**config.mk**
```make
export PLATFORM = sky130hd
export DESIGN_NAME = lsu_mem_port
export DESIGN_NICKNAME = d
export VERILOG_FILES = /design/src/rtl/lsu_pkg.sv /design/src/rtl/lsu_mem_port_load_align.sv /design/src/rtl/lsu_mem_port.sv
export SDC_FILE = /design/constraint.sdc
export NUM_CORES = 1
export LEC_CHECK = 0
export ABC_AREA = 1
export CORE_MARGIN = 2
export CORE_UTILIZATION = 30
export CTS_CLUSTER_DIAMETER = 50
export DETAILED_ROUTE_END_ITERATION = 16
export SYNTH_ARGS = -nofsm -noshare
export SYNTH_HDL_FRONTEND = slang
export SYNTH_SLANG_ARGS = --single-unit
```
**constraint.sdc**
```tcl
create_clock -name clk -period 2 [get_ports clk]
set_clock_uncertainty 0.1 [all_clocks]
set_input_delay 0.4 -clock clk [delete_from_list [all_inputs] [get_ports clk]]
set_output_delay 0.4 -clock clk [all_outputs]
set_load 0.05 [all_outputs]
```
**src/rtl/lsu_pkg.sv**
```systemverilog
// lsu_pkg: access codes, FSM states and decode helpers
// shared by the load/store memory port and its load aligner.
package lsu_pkg;

  typedef enum logic [3:0] {
    RW_LB  = 4'b1000,
    RW_LH  = 4'b1001,
    RW_LW  = 4'b1010,
    RW_SB  = 4'b1011,
    RW_LBU = 4'b1100,
    RW_LHU = 4'b1101,
    RW_SH  = 4'b1110,
    RW_SW  = 4'b1111
  } rw_code_t;

  typedef enum logic [1:0] {
    IDLE,
    REQ,
    WAIT
  } lsu_state_t;

  function automatic logic is_load(logic [3:0] rw);
    return rw[3] && !(rw inside {RW_SB, RW_SH, RW_SW});
  endfunction

  function automatic logic is_misaligned(logic [3:0] rw,
                                         logic [1:0] a);
    logic half;
    logic word;
    half = rw inside {RW_LH, RW_LHU, RW_SH};
    word = rw inside {RW_LW, RW_SW};
    return (half && a[0]) || (word && (a != 2'b00));
  endfunction

endpackage

```
**src/rtl/lsu_mem_port_load_align.sv**
```systemverilog
// lsu_load_align: picks the addressed byte/halfword out of a
// read word and sign- or zero-extends it for writeback.
module lsu_load_align
  import lsu_pkg::*;
(
  input  logic [31:0] rdata_i,
  input  logic [1:0]  off_i,
  input  logic [3:0]  rw_i,
  output logic [31:0] data_o
);

  logic [7:0]  b;
  logic [15:0] h;

  assign b = rdata_i[{off_i, 3'b000} +: 8];
  assign h = rdata_i[{off_i[1], 4'b0000} +: 16];

  // extend the selected lane according to the load kind
  always_comb begin
    data_o = rdata_i;
    unique case (1'b1)
      rw_i == RW_LB:  data_o = {{24{b[7]}}, b};
      rw_i == RW_LBU: data_o = {24'b0, b};
      rw_i == RW_LH:  data_o = {{16{h[15]}}, h};
      rw_i == RW_LHU: data_o = {16'b0, h};
      default: ;
    endcase
  end

endmodule

```
**src/rtl/lsu_mem_port.sv**
```systemverilog
// lsu_mem_port: request/grant/response port to data memory.
// Optional abort on a stuck bus: define LSU_TIMEOUT_EN.
module lsu_mem_port
  import lsu_pkg::*;
#(
  parameter int ADDR_W         = 32,
  parameter int TIMEOUT_CYCLES = 255
) (
  input  logic              clk,
  input  logic              rst_n,
  input  logic              start_i,
  input  logic [3:0]        rw_i,
  input  logic [ADDR_W-1:0] addr_i,
  input  logic [31:0]       wdata_i,
  output logic              stall_o,
  output logic              done_o,
  output logic [31:0]       load_data_o,
  output logic              misalign_o,
  output logic              bus_err_o,
  output logic              mem_req_o,
  output logic              mem_we_o,
  output logic [ADDR_W-1:0] mem_addr_o,
  output logic [3:0]        mem_be_o,
  output logic [31:0]       mem_wdata_o,
  input  logic              mem_gnt_i,
  input  logic              mem_rvalid_i,
  input  logic [31:0]       mem_rdata_i
);

  lsu_state_t        state_q;
  logic [3:0]        op_q;
  logic [1:0]        off_q;
  logic              req_q;
  logic              we_q;
  logic              done_q;
  logic              mis_q;
  logic              berr_q;
  logic [ADDR_W-1:0] addr_q;
  logic [3:0]        be_q;
  logic [31:0]       wdata_q;
  logic [31:0]       ld_q;
  logic [3:0]        be_d;
  logic [31:0]       wdata_d;
  logic [31:0]       ld_d;
  logic              acc;
  logic              mis;
  logic              tmo;

  assign acc = start_i & rw_i[3];
  assign mis = is_misaligned(rw_i, addr_i[1:0]);

  assign stall_o = (state_q != IDLE) | (acc & ~mis);

  // store lane steering; loads read the whole word
  always_comb begin
    be_d    = 4'b1111;
    wdata_d = wdata_i;
    unique case (1'b1)
      rw_i == RW_SB: begin
        be_d    = 4'b0001 << addr_i[1:0];
        wdata_d = {4{wdata_i[7:0]}};
      end
      rw_i == RW_SH: begin
        be_d    = addr_i[1] ? 4'b1100 : 4'b0011;
        wdata_d = {2{wdata_i[15:0]}};
      end
      default: ;
    endcase
  end

  lsu_load_align u_align (
    .rdata_i (mem_rdata_i),
    .off_i   (off_q),
    .rw_i    (op_q),
    .data_o  (ld_d)
  );

`ifdef LSU_TIMEOUT_EN
  localparam int CW = $clog2(TIMEOUT_CYCLES + 1);
  localparam int CNT_W = (CW < 8) ? 8 : CW;

  logic [CNT_W-1:0] cnt_q;

  // cycles spent on the current access; restarts in IDLE
  always_ff @(posedge clk or negedge rst_n) begin
    if (!rst_n) begin
      cnt_q <= '0;
    end else if (state_q == IDLE) begin
      cnt_q <= '0;
    end else begin
      cnt_q <= cnt_q + CNT_W'(1);
    end
  end

  assign tmo = (state_q != IDLE) &&
               (cnt_q == CNT_W'(TIMEOUT_CYCLES - 1));
`else
  logic unused_tmo;
  assign unused_tmo = (TIMEOUT_CYCLES != 0);
  assign tmo = 1'b0;
`endif

  // access FSM with registered bus and status outputs
  always_ff @(posedge clk or negedge rst_n) begin
    if (!rst_n) begin
      state_q <= IDLE;
      op_q    <= '0;
      off_q   <= '0;
      req_q   <= 1'b0;
      we_q    <= 1'b0;
      done_q  <= 1'b0;
      mis_q   <= 1'b0;
      berr_q  <= 1'b0;
      addr_q  <= '0;
      be_q    <= '0;
      wdata_q <= '0;
      ld_q    <= '0;
    end else begin
      done_q <= 1'b0;
      mis_q  <= 1'b0;
      berr_q <= 1'b0;
      unique case (state_q)
        IDLE: begin
          if (acc) begin
            op_q  <= rw_i;
            off_q <= addr_i[1:0];
            if (mis) begin
              mis_q <= 1'b1;
            end else begin
              state_q <= REQ;
              req_q   <= 1'b1;
              we_q    <= ~is_load(rw_i);
              addr_q  <= {addr_i[ADDR_W-1:2], 2'b00};
              be_q    <= be_d;
              wdata_q <= wdata_d;
            end
          end
        end
        REQ: begin
          if (mem_gnt_i) begin
            req_q <= 1'b0;
            if (!is_load(op_q)) begin
              state_q <= IDLE;
              done_q  <= 1'b1;
            end else if (mem_rvalid_i) begin
              state_q <= IDLE;
              done_q  <= 1'b1;
              ld_q    <= ld_d;
            end else begin
              state_q <= WAIT;
            end
          end else if (tmo) begin
            state_q <= IDLE;
            req_q   <= 1'b0;
            berr_q  <= 1'b1;
          end
        end
        WAIT: begin
          if (mem_rvalid_i) begin
            state_q <= IDLE;
            done_q  <= 1'b1;
            ld_q    <= ld_d;
          end else if (tmo) begin
            state_q <= IDLE;
            berr_q  <= 1'b1;
          end
        end
        default: state_q <= IDLE;
      endcase
    end
  end

  assign done_o      = done_q;
  assign misalign_o  = mis_q;
  assign bus_err_o   = berr_q;
  assign load_data_o = ld_q;
  assign mem_req_o   = req_q;
  assign mem_we_o    = we_q;
  assign mem_addr_o  = addr_q;
  assign mem_be_o    = be_q;
  assign mem_wdata_o = wdata_q;

endmodule

```
# == Word-level counts from Yosys, hierarchy flattened ==
# Cells that the tools add are included.
# totals
regBits,110
input_bits,105
out_inout_bits,106
word_cells,86
# op_classes
eq_ne,20
n_shift,3
muxes,26
bitwise_logic,5
n_reduce_logical,21
# ops
cell,n
case mux 32 bit (2 select lines),2
case mux 32 bit (4 select lines),1
2-to-1 mux 32 bit,3
"== test 4 bit, second input constant",13
variable part select 32 x 6 -> 16 bit,1
variable part select 32 x 6 -> 8 bit,1
2-to-1 mux 2 bit,6
"inequality test 2 bit, second input constant",5
nonzero test 2 bit,5
2-to-1 mux 1 bit,9
nonzero test 3 bit,3
case mux 4 bit (2 select lines),1
AND reduction 4 bit,2
case mux 2 bit (3 select lines),1
AND reduction 3 bit,2
logical AND 1 bit,4
2-to-1 mux 4 bit,1
case mux 1 bit (2 select lines),2
"left shift 1 x 2 -> 4 bit, first input constant",1
bitwise AND 1 bit,2
"== test 2 x 1 -> 1 bit, second input constant",1
"== test 2 bit, second input constant",1
logical NOT 1 bit,2
logical NOT 2 bit,1
other kinds (4),5

# == Depth between registers and ports, before layout ==
# depth
depth_word,7
mapped_depth,12
depth_no_buf,10

# == By module ==
# Synthesis repeated with hierarchy kept, for this count alone.
# hier_totals
hier_cells,738
hier_area_um2,5606.6
# modules_own_cells
module,instances,cells_each,area_per_inst_um2,seq_area_each_um2
lsu_mem_port,1,566,4780.8,2752.6
lsu_load_align,1,172,825.8,0.0

# == Least setup slack after synthesis ==
# OpenSTA, ideal clock, no wires.
# synth_path
path_type,input to output
from,in rw_i[2]
to,out stall_o
arrival_ns,1.870
t_required_ns,1.500
slack_ns,-0.370
stages,7
path_cell_list,nand2_1 > inv_1 > nand2_2 > nand2_1 > nand2_1 > nand2_1 > o21ai_0
# synth_via
elab_chain_len,7
# synth_lines
item,line,text
from (decl),lsu_mem_port.sv:12,"input logic [3:0] rw_i,"
== test 4 bit (on tied branches),"lsu_pkg.sv:30, lsu_pkg.sv:31",
nonzero test 3 bit / nonzero test 2 bit (equally long branches),"lsu_pkg.sv:30, lsu_pkg.sv:31",
logical AND 1 bit,lsu_pkg.sv:32,return (half && a[0]) || (word && (a != 2'b00));
logical OR 1 bit (*),lsu_pkg.sv:32,
NOT 1 bit (no line) (*),--,
bitwise AND 1 bit (*),lsu_mem_port.sv:52,assign stall_o = (state_q != IDLE) | (acc & ~mis);
bitwise OR 1 bit (*),lsu_mem_port.sv:52,
to (decl),lsu_mem_port.sv:15,"output logic stall_o,"
# Mark *: on every way between the ends. The rest lies on a longest branch, timed or not.

# == Worst setup path in the final report ==
# layout_path
from,in addr_i[1]
to,out stall_o
# layout_via
elab_chain_len,6
# layout_lines
item,line,text
from (decl),lsu_mem_port.sv:13,"input logic [ADDR_W-1:0] addr_i,"
nonzero test 2 bit,lsu_pkg.sv:32,
logical AND 1 bit,lsu_pkg.sv:32,
logical OR 1 bit,lsu_pkg.sv:32,
NOT 1 bit (no line),--,
bitwise AND 1 bit,lsu_mem_port.sv:52,
bitwise OR 1 bit,lsu_mem_port.sv:52,
# No other way between the ends.

==> results.txt <==
total congestion overflow - 0
Top Layer Used - met4
HP Class - flip-flop to flip-flop
Fin Setup TNS - 0 ps
Final setup viols - 0
worst vdd ir - 0.00109 V
Multi-input gate area - 0.00239 mm^2
RSZ-0062 raised after global routing - true
setup ws final - 36.1 ps
Reg clk slew, reported paths - 80 ps
Final Non-Filler Cells - 1215
sequential area share after synthesis - 50.0%
core area - 0.0180 mm^2
Power Dens Cells - 1770 mW/mm^2
root buf cell - clkbuf_16
critical path arrival - 1460 ps
Starting Density - 30.6%
Met3 Routed Length - 1350 um
All-Layer GR Usage - 17.5%
layout cells sized above 1 - 17.0%
drt pass-1 iters - 4
Max Cap Viol - 0
row count - 49
final WL - 16900 um
later-pin clock latency in the skew report - 360 ps
# DRC - 0
warnings from Yosys - 0
largest net degree at the start of global routing - 56
DIE AREA - 0.0194 mm^2
Seq cells post-synth - 110
most frequent CP cell - nand2_1
crit-path max cell delay - 430 ps
DP Cell Count - 1196
first-pass GRT wire length - 27200 um
minimum clock period after layout - 1960 ps
CTS tree - built
Worst EP required - 1500 ps
most frequent cells in the layout - 331 x nand2_1, 117 x buf_4, 110 x dfrtp_1, 99 x clkdlybuf4s50_1, 76 x nor2_1
syn_area_per_cell - 7.36 um^2
met2 wire len - 7750 um
endpoints failing hold - 0
Placement Setup Slack - -215 ps
wire per inst - 13.9 um
commonest non-fill, non-tap cell in the layout - nand2_1
Layout area overhead - 50.0%
number of routed nets with antenna violations - 0
Tcrit/Tclk final - 98.2%
I/O pin count - 211
Synth cell types - 27
crit-path cells - clkdlybuf4s50_1 > inv_1 > nand2_1 > nand2_1 > nand2_2 > o21ai_2 > buf_12
CTS max path bufs - 2
Leak - 4.30 nW
WS Path Type - input port to primary output
Iteration-0 DRC Markers - 325
FMAX - 0.509 GHz
vias per inst - 4.48
# diodes - 0
Port Buffer Count - 207
Fillers - 1852
post-synthesis instance total - 748
DP HPWL - 12700 um
Post-Synthesis Cell Area - 0.00550 mm^2
clock sinks - 110
Num CTS Buffers - 9
routability cong. - 0.844
post-layout power - 14.6 mW
Die W - 139 um
status - completed
crit end category - primary output
Worst setup SP type - input port
H-tree Lvls - 3
Final Max Slew Viols - 0
nets - 1089
Metal-1 WL - 7540 um
Crit Path Max Fanout - 2
detailed-route via count - 5442
Util after Layout - 46.0%
number of global-route vias before repair - 5266
chip height - 139 um
Register Area - 0.00275 mm^2
initial antenna violation count - 0
slowest CP cell - clkdlybuf4s50_1
-- path summary, 6_finish.rpt --
| check | slack (ps) | end | cells after the start | startpoint |
|---|---|---|---|---|
| setup reg to reg | 140 | mem_be_o[2] | 10 | state_q[0] |
| hold reg to reg | 370 | mem_addr_o[27] | 2 | mem_addr_o[27] |
| hold / removal | 370 | mem_addr_o[27] | 2 | mem_addr_o[27] |
| setup / recovery | 40 | stall_o | 7 | addr_i[1] |
| min in group asynchronous | 400 | load_data_o[20] | 2 | rst_n |
| max in group asynchronous | 810 | mem_addr_o[7] | 3 | rst_n |
-- critical path: cells and delay by family --
kind | cells | cell delay, ps
buffers and inverters | 3 | 670
AND/OR/NAND/NOR | 3 | 200
AO/OA/AOI/OAI | 1 | 190
-- cells by family (layout without fill, tap and decap cells) --
kind of cell               after synthesis  after routing  synth area share, %
AOI/OAI and AO/OA                       73             73                 7.21
and+or+nand+nor                        477            477                 34.8
buffers and inverters                   84            320                 7.21
DFF                                    110            110                 50.0
adders and majority gates                3              3                0.682
other                                    1              3               0.0681
-- routing by layer --
layer  track usage (%)  up-vias
li1                  -     2789
met1              22.9     2472
met2              27.9      164
met3              5.23       17
met4              5.48        0
met5                 0        -
-- cell type report --
type                            instances  share of cell area (%)
Sequential cell                       110                    33.3
Multi-Input combinational cell        556                    28.9
Timing Repair Buffer                  255                    28.2
Tap cell                              229                    3.47
Clock buffer                           11                    3.06
Inverter                               49                    2.26
Clock inverter                          5                   0.788
-- cell usage after synthesis, drive strengths merged --
cell | number | area share [%]
a21boi | 1 | 0.14
a21oi | 16 | 1.5
buf | 31 | 3.6
clkbuf | 4 | 0.27
conb | 1 | 0.068
dfrtp | 110 | 50
ha | 3 | 0.68
inv | 49 | 3.3
nand2 | 338 | 23
nand3 | 49 | 4.5
nand4 | 2 | 0.23
nor2 | 82 | 5.9
nor3 | 3 | 0.48
o211ai | 8 | 1.1
o21ai | 44 | 4.1
o22ai | 4 | 0.45
or2 | 3 | 0.34
-- sequential cells by signal (all words and copies together) (netlist names) --
signal,flops
op_q,4
mem_wdata_o,32
off_q,2
mem_req_o,1
misalign_o,1
mem_addr_o,30
done_o,1
mem_be_o,4
mem_we_o,1
load_data_o,32
state_q,2
-- through the flow --
stage / cell area, um^2 / hold slack, ps
5_1_grt: 8260 / 397
6_report: 8260 / 369
3_3_place_gp: 7920 / 250
2_1_floorplan: 5510 / 4.41
4_1_cts: 8230 / 373
3_5_place_dp: 7920 / 254
-- where the power goes --
group	leakage (nW)	switching [mW]	internal, mW	total (mW)
combinational	2.80	6.05	2.70	8.75
sequential	1.34	0.646	3.28	3.92
clock	0.156	0.898	1.06	1.96
-- timing repair --
action,CTS,global route
hold endpoints to repair,25,0
buffers inserted,1,1
pin swaps,3,1
gates resized for setup,29,6
endpoints found under the setup margin,24,48
hold buffers,1,0
(Power assumes the default switching activity.)
